## src/rtl/ram_test_sequencer.sv

```systemverilog
`default_nettype none
// ============================================================================
//  Module   : ram_test_sequencer
//  Purpose  : Runs a four-pattern march test (write pass, then read/compare
//             pass per pattern) on the RAM test datapath, accumulating the
//             read-pass error counts and guarding every pass with timeouts.
//  Revision : 1.0 - initial release
// ============================================================================
module ram_test_sequencer #(
  parameter int START_TO = 8,
  parameter int PASS_TO  = 20000
) (
  input  logic        sys_clk,
  input  logic        all_clear,
  input  logic        test_go,
  input  logic        test_abort,
  input  logic        pass_busy,
  input  logic [15:0] err_count,
  output logic        set_start,
  output logic        wr_rd_OE_buff,
  output logic [7:0]  pattern,
  output logic        err_clr,
  output logic        test_busy,
  output logic        test_done,
  output logic        test_pass,
  output logic [17:0] total_err,
  output logic [1:0]  fail_idx,
  output logic        timeout_flag
);

  localparam logic [14:0] START_LIM = 15'(START_TO);
  localparam logic [14:0] PASS_LIM  = 15'(PASS_TO);

  typedef enum logic [3:0] {
    S_IDLE       = 4'd0,
    S_CLR        = 4'd1,
    S_SETUP_WR   = 4'd2,
    S_GO_WR      = 4'd3,
    S_WAIT_WR_HI = 4'd4,
    S_WAIT_WR_LO = 4'd5,
    S_SETUP_RD   = 4'd6,
    S_GO_RD      = 4'd7,
    S_WAIT_RD_HI = 4'd8,
    S_WAIT_RD_LO = 4'd9,
    S_ACCUM      = 4'd10,
    S_DRAIN      = 4'd11,
    S_DONE       = 4'd12
  } state_t;

  state_t      state_q;
  logic [1:0]  idx_q;
  logic [14:0] cnt_q;
  logic        fail_seen_q;
  logic        set_start_q, wr_mode_q, err_clr_q, busy_q, done_q, pass_q, tflag_q;
  logic [7:0]  pattern_q;
  logic [17:0] total_q;
  logic [1:0]  fail_idx_q;

  logic        abort_req;
  logic        hi_timeout;
  logic        lo_timeout;
  logic [17:0] total_d;

  // Fixed data pattern table.
  function automatic logic [7:0] pat_of(input logic [1:0] i);
    case (i)
      2'd0:    pat_of = 8'h55;
      2'd1:    pat_of = 8'hAA;
      2'd2:    pat_of = 8'h00;
      default: pat_of = 8'hFF;
    endcase
  endfunction

  // Abort/timeout qualifiers and the running error sum for the ACCUM step.
  always_comb begin
    abort_req  = test_abort && (state_q != S_IDLE) && (state_q != S_DONE) &&
                 (state_q != S_DRAIN);
    hi_timeout = ((state_q == S_WAIT_WR_HI) || (state_q == S_WAIT_RD_HI)) &&
                 !pass_busy && (cnt_q == START_LIM);
    lo_timeout = ((state_q == S_WAIT_WR_LO) || (state_q == S_WAIT_RD_LO)) &&
                 pass_busy && (cnt_q == PASS_LIM);
    total_d    = total_q + {2'b00, err_count};
  end

  // Sequencer FSM; every output is set on entry to the state that owns it.
  always_ff @(posedge sys_clk) begin
    if (all_clear) begin
      state_q     <= S_IDLE;
      idx_q       <= 2'd0;
      cnt_q       <= 15'd0;
      fail_seen_q <= 1'b0;
      set_start_q <= 1'b0;
      wr_mode_q   <= 1'b0;
      err_clr_q   <= 1'b0;
      busy_q      <= 1'b0;
      done_q      <= 1'b0;
      pass_q      <= 1'b0;
      tflag_q     <= 1'b0;
      pattern_q   <= 8'h00;
      total_q     <= 18'd0;
      fail_idx_q  <= 2'd0;
    end else begin
      set_start_q <= 1'b0;
      err_clr_q   <= 1'b0;
      done_q      <= 1'b0;
      cnt_q       <= cnt_q + 15'd1;
      if (abort_req) begin
        // Abort wins over everything, but a coincident timeout is still recorded.
        state_q <= S_DRAIN;
        if (hi_timeout || lo_timeout) tflag_q <= 1'b1;
      end else begin
        case (state_q)
          S_IDLE: begin
            if (test_go && !test_abort) begin
              total_q     <= 18'd0;
              fail_idx_q  <= 2'd0;
              fail_seen_q <= 1'b0;
              pass_q      <= 1'b0;
              tflag_q     <= 1'b0;
              idx_q       <= 2'd0;
              busy_q      <= 1'b1;
              err_clr_q   <= 1'b1;
              state_q     <= S_CLR;
            end
          end
          S_CLR: begin
            wr_mode_q <= 1'b1;
            pattern_q <= pat_of(idx_q);
            state_q   <= S_SETUP_WR;
          end
          S_SETUP_WR: begin
            set_start_q <= 1'b1;
            state_q     <= S_GO_WR;
          end
          S_GO_WR: begin
            cnt_q   <= 15'd0;
            state_q <= S_WAIT_WR_HI;
          end
          S_WAIT_WR_HI, S_WAIT_RD_HI: begin
            if (pass_busy) begin
              cnt_q   <= 15'd0;
              state_q <= (state_q == S_WAIT_WR_HI) ? S_WAIT_WR_LO : S_WAIT_RD_LO;
            end else if (hi_timeout) begin
              tflag_q <= 1'b1;
              done_q  <= 1'b1;
              state_q <= S_DONE;
            end
          end
          S_WAIT_WR_LO: begin
            if (!pass_busy) begin
              wr_mode_q <= 1'b0;
              state_q   <= S_SETUP_RD;
            end else if (lo_timeout) begin
              tflag_q <= 1'b1;
              state_q <= S_DRAIN;
            end
          end
          S_SETUP_RD: begin
            set_start_q <= 1'b1;
            state_q     <= S_GO_RD;
          end
          S_GO_RD: begin
            cnt_q   <= 15'd0;
            state_q <= S_WAIT_RD_HI;
          end
          S_WAIT_RD_LO: begin
            if (!pass_busy) begin
              state_q <= S_ACCUM;
            end else if (lo_timeout) begin
              tflag_q <= 1'b1;
              state_q <= S_DRAIN;
            end
          end
          S_ACCUM: begin
            total_q <= total_d;
            if ((err_count != 16'd0) && !fail_seen_q) begin
              fail_idx_q  <= idx_q;
              fail_seen_q <= 1'b1;
            end
            if (idx_q == 2'd3) begin
              pass_q  <= (total_d == 18'd0) && !tflag_q;
              done_q  <= 1'b1;
              state_q <= S_DONE;
            end else begin
              idx_q     <= idx_q + 2'd1;
              err_clr_q <= 1'b1;
              state_q   <= S_CLR;
            end
          end
          S_DRAIN: begin
            // Reached only via abort or timeout, so the result is always a fail.
            if (!pass_busy) begin
              pass_q  <= 1'b0;
              done_q  <= 1'b1;
              state_q <= S_DONE;
            end
          end
          S_DONE: begin
            busy_q  <= 1'b0;
            state_q <= S_IDLE;
          end
          default: state_q <= S_IDLE;
        endcase
      end
    end
  end

  assign set_start     = set_start_q;
  assign wr_rd_OE_buff = wr_mode_q;
  assign pattern       = pattern_q;
  assign err_clr       = err_clr_q;
  assign test_busy     = busy_q;
  assign test_done     = done_q;
  assign test_pass     = pass_q;
  assign total_err     = total_q;
  assign fail_idx      = fail_idx_q;
  assign timeout_flag  = tflag_q;

endmodule
`default_nettype wire

```

## config.mk

```make
export PLATFORM = sky130hd
export DESIGN_NAME = ram_test_sequencer
export DESIGN_NICKNAME = d
export VERILOG_FILES = /design/src/rtl/ram_test_sequencer.sv
export SDC_FILE = /design/constraint.sdc
export NUM_CORES = 1
export LEC_CHECK = 0
export ABC_AREA = 1
export CORE_MARGIN = 2
export CORE_UTILIZATION = 47
export CTS_CLUSTER_DIAMETER = 120
export CTS_CLUSTER_SIZE = 8
export DETAILED_ROUTE_END_ITERATION = 7
export PLACE_DENSITY = 0.75
export SYNTH_ARGS = -nofsm -noshare
export SYNTH_HDL_FRONTEND = slang
export SYNTH_SLANG_ARGS = --single-unit
```

## constraint.sdc

```tcl
create_clock -name sys_clk -period 2.27 [get_ports sys_clk]
set_input_delay 0.227 -clock sys_clk [delete_from_list [all_inputs] [get_ports sys_clk]]
set_output_delay 0.227 -clock sys_clk [all_outputs]
set_load 0.02 [all_outputs]
```

Word level (Yosys, flattened, before mapping)
Cells that the tools add are included. Widths: inputs -> output; s select.

Flip-flop bits (word level): 57. Bits in latches: 0. RAM bits: 0. ROM bits: 0. Memories kept: 0.

$add $sub $neg: 3. Multipliers: 0. Divide/modulo/power cells: 0. Order comparisons: 0. Equality and inequality tests: 34. Shift-type cells: 0. Mux-type cells: 47. Bitwise logic cells: 1. Reductions and logical operators: 42.

Operators with widths (number): $pmux 4 s11 (1); $mux 4 (10); $pmux 18 s2 (1); $mux 15 (2); $pmux 15 s2 (1); $pmux 8 s3 (1); $eq 4x4->1 const B (5); $add 18x16->18 (1); $logic_not 18->1 (1); $mux 1 (18); $mux 18 (1); $eq 4x3->1 const B (4); $reduce_bool 16->1 (1); $add 15x1->15 const B (1); $eq 15x15->1 const B (1); $eq 15x4->1 const B (1); $ne 3x3->1 const B (5); $reduce_and 3->1 (5); $ne 2x2->1 const B (6); $ne 4x4->1 const B (3); $logic_and 1x1->1 (10); $reduce_or 2->1 (5); $pmux 1 s3 (3); $eq 4x2->1 const B (2); 21 further kinds (38).

Logic depth before layout (Yosys ltp)
Depth after elaboration: 8. Depth in mapped cells: 16. Depth with buffers taken out: 16.

Worst setup path before layout
OpenSTA, ideal clock, no wires.

Path type: flip-flop to flip-flop. From: register total_q[0] (netlist: total_err[0]). To: register pass_q (netlist: test_pass). Library setup time: 0.072 ns. Arrival: 2.045 ns. Required time: 2.198 ns. Path slack: 0.154 ns. Stages on the path, launching flop included: 17. Path buffers: 0. Clock period less this slack: 2.116 ns. Cell sequence: dfxtp_1 > ha_1 > inv_1 > fa_1 > inv_1 > nand2_1 > nand2_1 > nand3_1 > nand2_1 > nand2_1 > nand2_1 > nand2_1 > nand2_1 > nand2_1 > nor2_1 > nand3_1 > a21oi_1.

Longest elaborated chain between the ends: 5.

Ends and longest elaborated chain: start, declared (RTL line 56) `logic [17:0] total_q;`; start signal, assigned (RTL line 175) `total_q <= total_d;`; $add 18x16->18 (RTL line 82) `total_d = total_q + {2'b00, err_count};`; $logic_not 18->1 (RTL line 181) `pass_q <= (total_d == 18'd0) && !tflag_q;`; $logic_and 1x1->1 (RTL line 181); $mux 1 (RTL line 180) `if (idx_q == 2'd3) begin`; $pmux 1 s3 (RTL line 112) `case (state_q)`; end signal, assigned (RTL line 181); end, declared (RTL line 54) `logic set_start_q, wr_mode_q, err_clr_q, busy_q, done_q, pass_q, tflag_q;`.

No other way between the ends. The select of a mux whose other input is x is not followed. A chain may end at the register's enable or synchronous reset.

Worst setup path after layout
From: input port err_count[0]. To: register pass_q (netlist: test_pass).

Longest elaborated chain between the ends: 5.

Ends and longest elaborated chain: start, declared (RTL line 18) `input logic [15:0] err_count,`; $add 18x16->18 (RTL line 82); $logic_not 18->1 (RTL line 181); $logic_and 1x1->1 (RTL line 181); $mux 1 (RTL line 180); $pmux 1 s3 (RTL line 112).

No other way between the ends. The select of a mux whose other input is x is not followed.

==> flow_metrics.py <==
metrics = {
    "pwr": {
        "internal-power_w": 0.00193,
        "p_sw_frac": 0.453,
        "p_switching_w": 0.00160,
        "pwr-share-comb": 0.501,
        "seqPwrFrac": 0.328,
        "power_frac_clock": 0.171,
        "leakage_nw": 2.20,
        "ir_worst_vdd_mv": 0.646,
        "powerDensity_nw_per_um2": 757,
    },
    "synthesis": {
        "ys_seq_area_frac": 0.270,
        "synth_edf_count": 0,
        "yosys-top-cells-area": "dfxtp_1 (27%), nand2_1 (18%), inv_1 (9.1%)",
        "synth_cell_types": 40,
        "synth_top_family_by_area": "simple AND/OR/NAND/NOR gates",
        "synth_compound_area_frac": 0.121,
        "synth_ff_type": "dfxtp_1",
        "synth-simple-area-share": 0.398,
        "async_flop_share": 0,
        "yosysTopAreaCellShare": 0.270,
        "yosys.area.top_type": "dfxtp_1",
        "postSynthCellCount": 609,
        "syn_nets": 652,
        "synth_fa_ha_area_frac": 0.0747,
        "ys.warnings.count": 0,
        "synthXorXnorAreaFrac": 0.00694,
        "avgSynthCellArea_um2": 6.22,
        "yosys-mux-area-fraction": 0,
        "netlist_area_um2": 3790,
        "synth_seq_cells": 51,
    },
    "floorplan": {
        "die_x_um": 93.8,
        "rows": 32,
        "ios": 56,
        "die_h_um": 93.8,
        "core_um2": 7770,
        "die_area_um2": 8790,
        "start_util": 0.488,
    },
    "placed_design": {
        "dp_worst_setup_slack_ns": -0.216,
        "place.detailed.hpwl_um": 8110,
        "dp_cells": 777,
        "io_buffers": 55,
        "place_congestion": 0.969,
    },
    "final_layout": {
        "drive_gt1_frac": 0.108,
        "diodes": 0,
        "final_cells": 785,
        "area_delta_synth_final_pct": 23.3,
        "utilization": 0.601,
        "finalNetCount": 725,
    },
    "clock_tree": {
        "h-tree-depth": 2,
        "clk_latency_ns": 0.33,
        "numCtsBuffers": 5,
        "clock-sinks": 51,
        "cts_hold_repair.buffers": 0,
        "cts-root-buf": "clkbuf_8",
        "post_cts_buffers": 0,
        "cts.clk_slew.worst_paths_ns": 0.11,
        "cts_tree": "done",
        "clk_path_buf_depth": 2,
    },
    "detailed_routing": {
        "routed_via_density": 5.21,
        "drc": 0,
        "routedWlPerCell_um": 12.9,
        "drtIter0Drc": 176,
        "drtAntennaViolNets": 0,
        "drt_wl_total_um": 10200,
        "firstDrtPassIters": 5,
        "vias": 4090,
    },
    "timing": {
        "fin_ws_ns": 0.194,
        "fmax_mhz": 482,
        "fin_crit_sh": 0.914,
        "hold_violations": 0,
        "slew_viol_final": 0,
        "post-route-min-period_ns": 2.08,
        "tightest_slew_ns": 0.444,
        "fin_skew_ns": 0.0168,
        "slew_headroom": 0.701,
        "setup_tns_ns": 0,
        "whs_ns": 0.467,
        "finalSetupViolations": 0,
    },
    "run_status": {
        "status": "complete, no violations",
    },
    "flow_run": {
        "drv_cap": 0,
    },
    "worst_setup_path": {
        "crit_buf_inv": 3,
        "cpMaxStageDelayCell": "clkdlybuf4s50_1",
        "cp_common_cell": "nand2_1",
        "crit_type": "input pin to flip-flop",
        "startpoint_type": "input pin",
        "cp.required_ns": 2.53,
        "rrSetupSlack_ns": 0.25,
        "slowest_delay_ns": 0.49,
        "cp_top_family": "simple AND/OR/NAND/NOR gates",
        "crit_path_max_fanout": 4,
        "crit_arrival_ns": 2.34,
        "cp_cell_sequence": "clkdlybuf4s50_1 -> ha_2 -> inv_1 -> fa_2 -> inv_1 -> nand2_1 -> nand2_2 -> nand3_2 -> nand2_2 -> nand2_1 -> nand2_1 -> nand2_1 -> nand2_1 -> nand2_1 -> nor2_1 -> nand3_1 -> a21oi_1",
        "crit_path_end_kind": "flip-flop",
    },
    "grt": {
        "antenna_found_initial": 0,
        "grt_use_total": 0.239,
        "grt_max_degree": 23,
        "gr-total-overflow": 0,
        "first_global_vias": 3869,
        "grt_first_pass_wirelength_um": 17000,
    },
    "min_path": {
        "min_path_type": "flip-flop to flip-flop",
    },
}
[layer usage]
metal	GRT usage	up-vias	routed length, µm
met2	0.431	115	5060
met4	0.0857	0	248
met3	0.0289	17	465
met1	0.289	1864	4390
met5	0	-	0
li1	-	2094	-
[flip-flops by register name, indices dropped and copies added (netlist names)]
signal / flops
fail_seen_q: 1
test_busy: 1
idx_q: 2
state_q: 4
pattern: 2
test_done: 1
err_clr: 1
test_pass: 1
fail_idx: 2
timeout_flag: 1
total_err: 18
wr_rd_OE_buff: 1
cnt_q: 15
set_start: 1
[area by class of cell]
class                      instances  area (µm²)
clock inverter                     3        31.3
multi-input combinational        441        2290
inverter                         103         390
sequential                        51        1020
clock buffer                       5        68.8
timing repair buffer              80         738
fill                             772        3100
tap                              102         128
[power groups by stage]
stage	Sequential (W)	Combinational [W]	Clock (W)
floorplan	0.00121	0.00124	0
global placement	0.00118	0.00174	0
detailed placement	0.00118	0.00175	0
CTS	0.00116	0.00176	0.000618
global route	0.00118	0.00196	0.000650
finish	0.00116	0.00177	0.000603
[logic make-up (layout without fill, tap and decap cells)]
logic type	count (synthesis)	after routing
AND/OR/NAND/NOR	336	336
AO/OA/AOI/OAI	80	80
XOR/XNOR	3	3
buffers and inverters	117	191
adder cells (fa/ha/maj)	22	22
flip-flops	51	51
[synth_stat cells (8+ instances only)]
library cell	n
nand3_1	51
nand4_1	13
inv_1	92
nor2_1	50
dfxtp_1	51
nand2_1	185
buf_4	9
ha_1	21
a21oi_1	46
o21ai_0	14
inv_2	8
[through the flow]
stage	area (µm²)	power (W)
finish	4670	0.00353
global route	4670	0.00380
CTS	4650	0.00354
detailed placement	4550	0.00293
global placement	4550	0.00292
floorplan	3790	0.00245
[cells in the final DEF (no fill, tap or decap), types with 7 or more instances in the layout]
master / instances
nand2_1: 183
nand4_1: 13
nand3_1: 50
dfxtp_1: 50
nand2_2: 7
clkdlybuf4s50_1: 55
inv_1: 92
nor2_1: 50
inv_2: 8
a21oi_1: 46
ha_1: 20
o21ai_0: 14
buf_4: 25
[timing repair]
action | CTS | global route
resized for setup | 0 | 6
hold endpoints to repair | 0 | 0
endpoints found under the setup margin | 0 | 2
[final timing paths]
| path | start | endpoint | depth (start not counted) |
|---|---|---|---|
| hold / removal | cnt_q[0] | cnt_q[0] | 1 |
| setup / recovery | err_count[0] | test_pass | 17 |
| setup reg to reg | total_err[0] | test_pass | 16 |
| hold reg to reg | cnt_q[0] | cnt_q[0] | 1 |
Note: power is estimated with default switching activity, not from simulation.
